**src/rtl/conv_pkg.sv**
```systemverilog
// Shared constants for the OFM post-processing stage: sample width, IFM side,
// kernel sizes, OFM-side helper and FSM state encodings.
package conv_pkg;

    localparam int DW    = 16;
    localparam int IFM_W = 8;
    localparam int BUF_D = (IFM_W - 2) / 2;
    localparam int K3    = 3;
    localparam int K5    = 5;

    localparam logic [1:0] ST_IDLE = 2'd0;
    localparam logic [1:0] ST_RUN  = 2'd1;
    localparam logic [1:0] ST_DONE = 2'd2;

    function automatic int n_of(input int ifm_w, input int k);
        return ifm_w - k + 1;
    endfunction

endpackage

```
**src/rtl/ofmd_relu_maxpool_pool_lane.sv**
```systemverilog
// One pooling channel: optional ReLU, horizontal pair max, half-row buffer, vertical max.
// Optional build macro: RELU_EN (clamp negative samples to zero before pooling).
module pool_lane #(
    parameter int DW    = 16,
    parameter int BUF_D = 3,
    parameter int HW    = 2
) (
    input  logic                 clk,
    input  logic                 rst,
    input  logic                 accept,
    input  logic                 row_odd,
    input  logic                 col_odd,
    input  logic [HW-1:0]        hidx,
    input  logic signed [DW-1:0] din,
    output logic signed [DW-1:0] dout,
    output logic                 vld
);
    import conv_pkg::*;

    logic signed [DW-1:0] v;
    logic signed [DW-1:0] pair;
    logic signed [DW-1:0] hmax;
    logic signed [DW-1:0] hbuf [BUF_D];

    always_comb begin
`ifdef RELU_EN
        v = din[DW-1] ? '0 : din;
`else
        v = din;
`endif
        hmax = (v > pair) ? v : pair;
    end

    // Even rows park their pair maxima; odd rows fold them into the final 2x2 result.
    always_ff @(posedge clk or negedge rst) begin
        if (!rst) begin
            pair <= '0;
            dout <= '0;
            vld  <= 1'b0;
            for (int i = 0; i < BUF_D; i++) hbuf[i] <= '0;
        end else begin
            vld <= 1'b0;
            if (accept) begin
                if (!col_odd) begin
                    pair <= v;
                end else if (!row_odd) begin
                    hbuf[hidx] <= hmax;
                end else begin
                    dout <= (hbuf[hidx] > hmax) ? hbuf[hidx] : hmax;
                    vld  <= 1'b1;
                end
            end
        end
    end

endmodule

```
**src/rtl/ofmd_relu_maxpool.sv**
```systemverilog
// ReLU + 2x2/stride-2 max pooling of the two conv OFM streams; owns frame FSM and counters.
// Optional build macro: RELU_EN (passed through to both lanes).
//
// state   | meaning
// IDLE    | waiting for in_st
// RUN     | accepting N*N samples, row-major
// DONE    | frame complete, out_done high for one cycle
module ofmd_relu_maxpool #(
    parameter int DW    = conv_pkg::DW,
    parameter int IFM_W = conv_pkg::IFM_W,
    parameter int BUF_D = conv_pkg::BUF_D
) (
    input  logic                 clk,
    input  logic                 rst,
    input  logic                 kw_is_5_5,
    input  logic                 in_st,
    input  logic signed [DW-1:0] din_ofmd1,
    input  logic signed [DW-1:0] din_ofmd2,
    output logic signed [DW-1:0] dout_pool1,
    output logic signed [DW-1:0] dout_pool2,
    output logic                 dout_vld,
    output logic                 out_done
);
    import conv_pkg::*;

    localparam int CW = $clog2(IFM_W);
    localparam int HW = (BUF_D > 1) ? $clog2(BUF_D) : 1;
    localparam logic [CW-1:0] N3_LAST = CW'(n_of(IFM_W, K3) - 1);
    localparam logic [CW-1:0] N5_LAST = CW'(n_of(IFM_W, K5) - 1);

    logic [1:0]    state;
    logic [CW-1:0] n_last;
    logic [CW-1:0] row;
    logic [CW-1:0] col;
    logic          accept;
    logic [HW-1:0] hidx;
    logic          vld1;
    logic          vld2;

    // A restart pulse takes the cycle; the first sample of the new frame follows it.
    assign accept   = (state == ST_RUN) && !in_st;
    assign hidx     = HW'(col >> 1);
    assign out_done = (state == ST_DONE);
    assign dout_vld = vld1;

    always_ff @(posedge clk or negedge rst) begin
        if (!rst) begin
            state  <= ST_IDLE;
            n_last <= '0;
            row    <= '0;
            col    <= '0;
        end else if (in_st) begin
            state  <= ST_RUN;
            n_last <= kw_is_5_5 ? N5_LAST : N3_LAST;
            row    <= '0;
            col    <= '0;
        end else begin
            case (state)
                ST_RUN: begin
                    if (col == n_last) begin
                        col <= '0;
                        if (row == n_last) begin
                            row   <= '0;
                            state <= ST_DONE;
                        end else begin
                            row <= row + CW'(1);
                        end
                    end else begin
                        col <= col + CW'(1);
                    end
                end
                ST_DONE: state <= ST_IDLE;
                ST_IDLE: state <= ST_IDLE;
                default: state <= ST_IDLE;
            endcase
        end
    end

    pool_lane #(.DW(DW), .BUF_D(BUF_D), .HW(HW)) u_lane1 (
        .clk     (clk),
        .rst     (rst),
        .accept  (accept),
        .row_odd (row[0]),
        .col_odd (col[0]),
        .hidx    (hidx),
        .din     (din_ofmd1),
        .dout    (dout_pool1),
        .vld     (vld1)
    );

    // Lane 2 shares the cadence, so its valid is identical to lane 1's.
    pool_lane #(.DW(DW), .BUF_D(BUF_D), .HW(HW)) u_lane2 (
        .clk     (clk),
        .rst     (rst),
        .accept  (accept),
        .row_odd (row[0]),
        .col_odd (col[0]),
        .hidx    (hidx),
        .din     (din_ofmd2),
        .dout    (dout_pool2),
        .vld     (vld2)
    );

    logic unused_vld2;
    assign unused_vld2 = vld2;

endmodule

```
**config.mk**
```make
export PLATFORM = sky130hd
export DESIGN_NAME = ofmd_relu_maxpool
export DESIGN_NICKNAME = d
export VERILOG_FILES = /design/src/rtl/conv_pkg.sv /design/src/rtl/ofmd_relu_maxpool_pool_lane.sv /design/src/rtl/ofmd_relu_maxpool.sv
export SDC_FILE = /design/constraint.sdc
export NUM_CORES = 1
export LEC_CHECK = 0
export BUFFER_PORTS_ARGS = -buffer_cell sky130_fd_sc_hd__buf_2
export CAP_MARGIN = 20
export CELL_PAD_IN_SITES_DETAIL_PLACEMENT = 1
export CELL_PAD_IN_SITES_GLOBAL_PLACEMENT = 1
export CORE_MARGIN = 4
export CORE_UTILIZATION = 54
export CTS_BUF_LIST = sky130_fd_sc_hd__clkbuf_2 sky130_fd_sc_hd__clkbuf_4 sky130_fd_sc_hd__clkbuf_8
export CTS_CLUSTER_DIAMETER = 120
export DETAILED_ROUTE_END_ITERATION = 16
export PLACE_DENSITY_LB_ADDON = 0.1
export SYNTH_ARGS = -nofsm -noshare
export SYNTH_HDL_FRONTEND = slang
export SYNTH_SLANG_ARGS = --single-unit
```
**constraint.sdc**
```tcl
create_clock -name clk -period 8.2 [get_ports clk]
set_clock_uncertainty 0.05 [all_clocks]
set_input_delay 2.05 -clock clk [delete_from_list [all_inputs] [get_ports clk]]
set_output_delay 2.05 -clock clk [all_outputs]
set_load 0.1 [all_outputs]
```
==> results.py <==
metrics = {
    "sta": {
        "setup-tns-final_ns": 0,
        "slew_headroom_pct": 33.97,
        "rsz0062_at_grt": "no",
        "min_period_ns": 6.431,
        "setup_viol": 0,
        "hold_viol_final": 0,
        "post-route-period-util_pct": 78.43,
        "worst_slew_pin_slew_ns": 0.9905,
        "fmax_ghz": 0.1555,
        "drv_slew": 0,
    },
    "clock_tree": {
        "clk_pin_slew_ns": 0.09,
        "numClockSinks": 172,
        "htreeDepth": 4,
        "cts-resized-gates": 0,
        "cts_made_buffers": 17,
        "cts_setup_buffers": 0,
        "clk_path_buf_depth": 2,
        "clkLatencyLatePin_ns": 0.47,
        "cts_tree": "built",
        "cts_hold_buf": 0,
        "root_buffer": "clkbuf_8",
    },
    "route": {
        "firstDrtPassIters": 4,
        "wl_per_cell_um": 20.69,
        "drc": 0,
        "routed_wl_um": 25570,
        "drtIter0Drc": 409,
        "routed_via_density": 5.967,
        "vias": 7375,
        "ant_nets": 0,
    },
    "synth": {
        "synth-edff-count": 0,
        "syn_area_per_cell_um2": 10.23,
        "synth_compound_area_share_pct": 13.28,
        "async_flop_share_pct": 100.0,
        "yosys.area_share.xor_xnor_pct": 0.5429,
        "ys_seq_area_share_pct": 44.47,
        "yosys.area.top_type": "dfrtp_1",
        "synth_most_common_cell": "dfrtp_1",
        "synth_flop_cell": "dfrtp_1",
        "synthMuxAreaShare_pct": 16.71,
        "syn_nets": 1048,
        "ys_warn_count": 0,
        "synth_top_area_share_pct": 44.47,
        "synth_top_family_by_area": "multiplexers",
        "synth_cell_types": 48,
        "synthSimpleGateAreaFrac_pct": 11.41,
        "synth_top_cells_by_area": "dfrtp_1, ha_1, mux2_2",
        "synthCells": 946,
        "synthAdderAreaFrac_pct": 8.532,
        "synth_area_um2": 9679,
        "synth_seq_cells": 172,
        "synth_common_cells": "dfrtp_1, nand2_1, o21ai_0",
    },
    "critical_path": {
        "reg2regPathDepth": 17,
        "regToRegStartpoint": "u_lane2.pair[15]",
        "crit_arrival_ns": 6.73,
        "cp-end-kind": "register",
        "path_max_fanout": 9,
        "critical_path_class": "input port to register",
        "required_ns": 8.50,
        "crit_path_start_kind": "input port",
        "rrSetupSlack_ns": 3.01,
        "r2r_end": "u_lane2.dout[9]",
    },
    "layout": {
        "drive_gt1_share_pct": 23.44,
        "fin_util_pct": 60.67,
        "area_delta_synth_final_pct": 9.165,
        "nets": 1102,
        "num_antenna_cells": 0,
        "multi_input_area_um2": 4900,
        "stdcell_count": 1236,
        "register_area_um2": 4305,
        "nFillCells": 1960,
    },
    "global_routing": {
        "grt_pass1_wl_um": 42450,
        "grt_max_degree": 108,
        "grt_pass1_vias": 7986,
        "grt_usage_pct": 26.66,
        "overflow": 0,
        "antenna_found_initial": 0,
    },
    "place": {
        "placed_cells": 1205,
        "io_buffers": 69,
        "place_congestion": 0.8016,
        "hpwl_um": 17320,
    },
    "die": {
        "row_count": 48,
        "start_util_pct": 55.57,
        "die_h_um": 141.9,
        "core_area_um2": 17420,
        "dieWidth_um": 141.9,
        "io_pins": 70,
        "dieArea_um2": 20130,
    },
    "power_and_ir_drop": {
        "power.leakage_nw": 5.119,
        "power.density_nw_per_um2": 378.3,
        "ir_worst_vdd_v": 0.0003781,
    },
    "hold_path": {
        "min_path_cells": 2,
        "holdPathEnd": "u_lane2.hbuf[19]",
        "hp-class": "register to register",
        "worstHoldStart": "u_lane2.hbuf[19]",
    },
    "run": {
        "maxCapViolations": 0,
    },
    "status": {
        "outcome": "finished clean",
    },
}
[sequential cells by signal (all words and copies together) (netlist names)]
| register | flops |
|---|---|
| u_lane1.hbuf | 48 |
| u_lane2.dout | 16 |
| n_last | 3 |
| u_lane1.dout | 16 |
| row | 3 |
| u_lane1.vld | 1 |
| col | 3 |
| u_lane2.pair | 16 |
| u_lane2.hbuf | 48 |
| u_lane1.pair | 16 |
| state | 2 |
[cells in the final DEF (no fill, tap or decap), types with 17 or more instances in the layout]
master	instances
mux2i_1	63
dfrtp_1	171
and2_1	17
a221o_1	34
buf_2	68
o21ai_0	86
clkbuf_8	19
nor2_1	31
a21oi_1	61
inv_1	54
mux2_2	73
ha_1	66
nand2_1	121
[power breakdown]
group	internal [mW]	switching (mW)
Combinational	0.667	1.40
Clock	0.265	0.304
Sequential	1.17	0.196
Total	2.10	1.90
[routing by layer]
layer / global-route usage, % / part of all wire, % / wire (um) / vias to the layer above
met5: 0 / 0 / 0 / -
met4: 6.515 / 1.2 / 297 / 0
met3: 3.573 / 3.8 / 984 / 24
met2: 44.53 / 49 / 12520 / 141
met1: 37.04 / 46 / 11760 / 3767
li1: - / - / - / 3443
[worst max-delay path by stage]
stage / endpoint / from
finish: u_lane2.dout[9] / din_ofmd2[14]
global route: u_lane2.dout[7] / din_ofmd2[14]
CTS: u_lane2.dout[7] / din_ofmd2[14]
detailed placement: u_lane2.dout[7] / din_ofmd2[14]
global placement: u_lane1.dout[4] / din_ofmd1[7]
floorplan: u_lane1.dout[0] / din_ofmd1[1]
[worst max-delay path, stage by stage]
cell     delay (ns)
buf_2          0.12
ha_1           0.35
nand4_4        0.12
or4_4          0.56
a21oi_1        0.13
or3_1          0.43
buf_4          0.29
mux2_2         0.41
ha_1           0.30
nand4_1        0.19
or3_1          0.40
a21o_1         0.17
and4b_1        0.23
o21ai_2        0.36
buf_4          0.27
a21oi_1        0.06
a221o_1        0.26
[cell families (layout without fill, tap and decap cells)]
kind of cell	count (synthesis)	in the layout
compound gates	206	206
flops	172	172
xor+xnor	6	6
fa+ha+maj	66	66
mux	147	147
buf+inv	114	179
simple gates	235	235
[stage by stage]
step	total power, mW	setup slack (ns)	cell area (um2)	hold WS (ns)
floorplan	2.920	1.983	9679	0.3992
global placement	3.318	1.472	10190	0.4126
detailed placement	3.410	1.341	10190	0.4205
CTS	4.011	1.811	10550	0.4404
global route	4.261	1.543	10570	0.4671
finish	3.998	1.769	10570	0.4387
[area by class of cell]
class | instances | share of cell area [%]
Inverter | 65 | 2.309
Tap cell | 225 | 2.664
Multi-Input combinational cell | 660 | 46.37
Timing Repair Buffer | 84 | 4.512
Clock inverter | 7 | 0.6394
Sequential cell | 172 | 40.75
Clock buffer | 23 | 2.759
No activity file was read; power rests on OpenSTA's default activity.
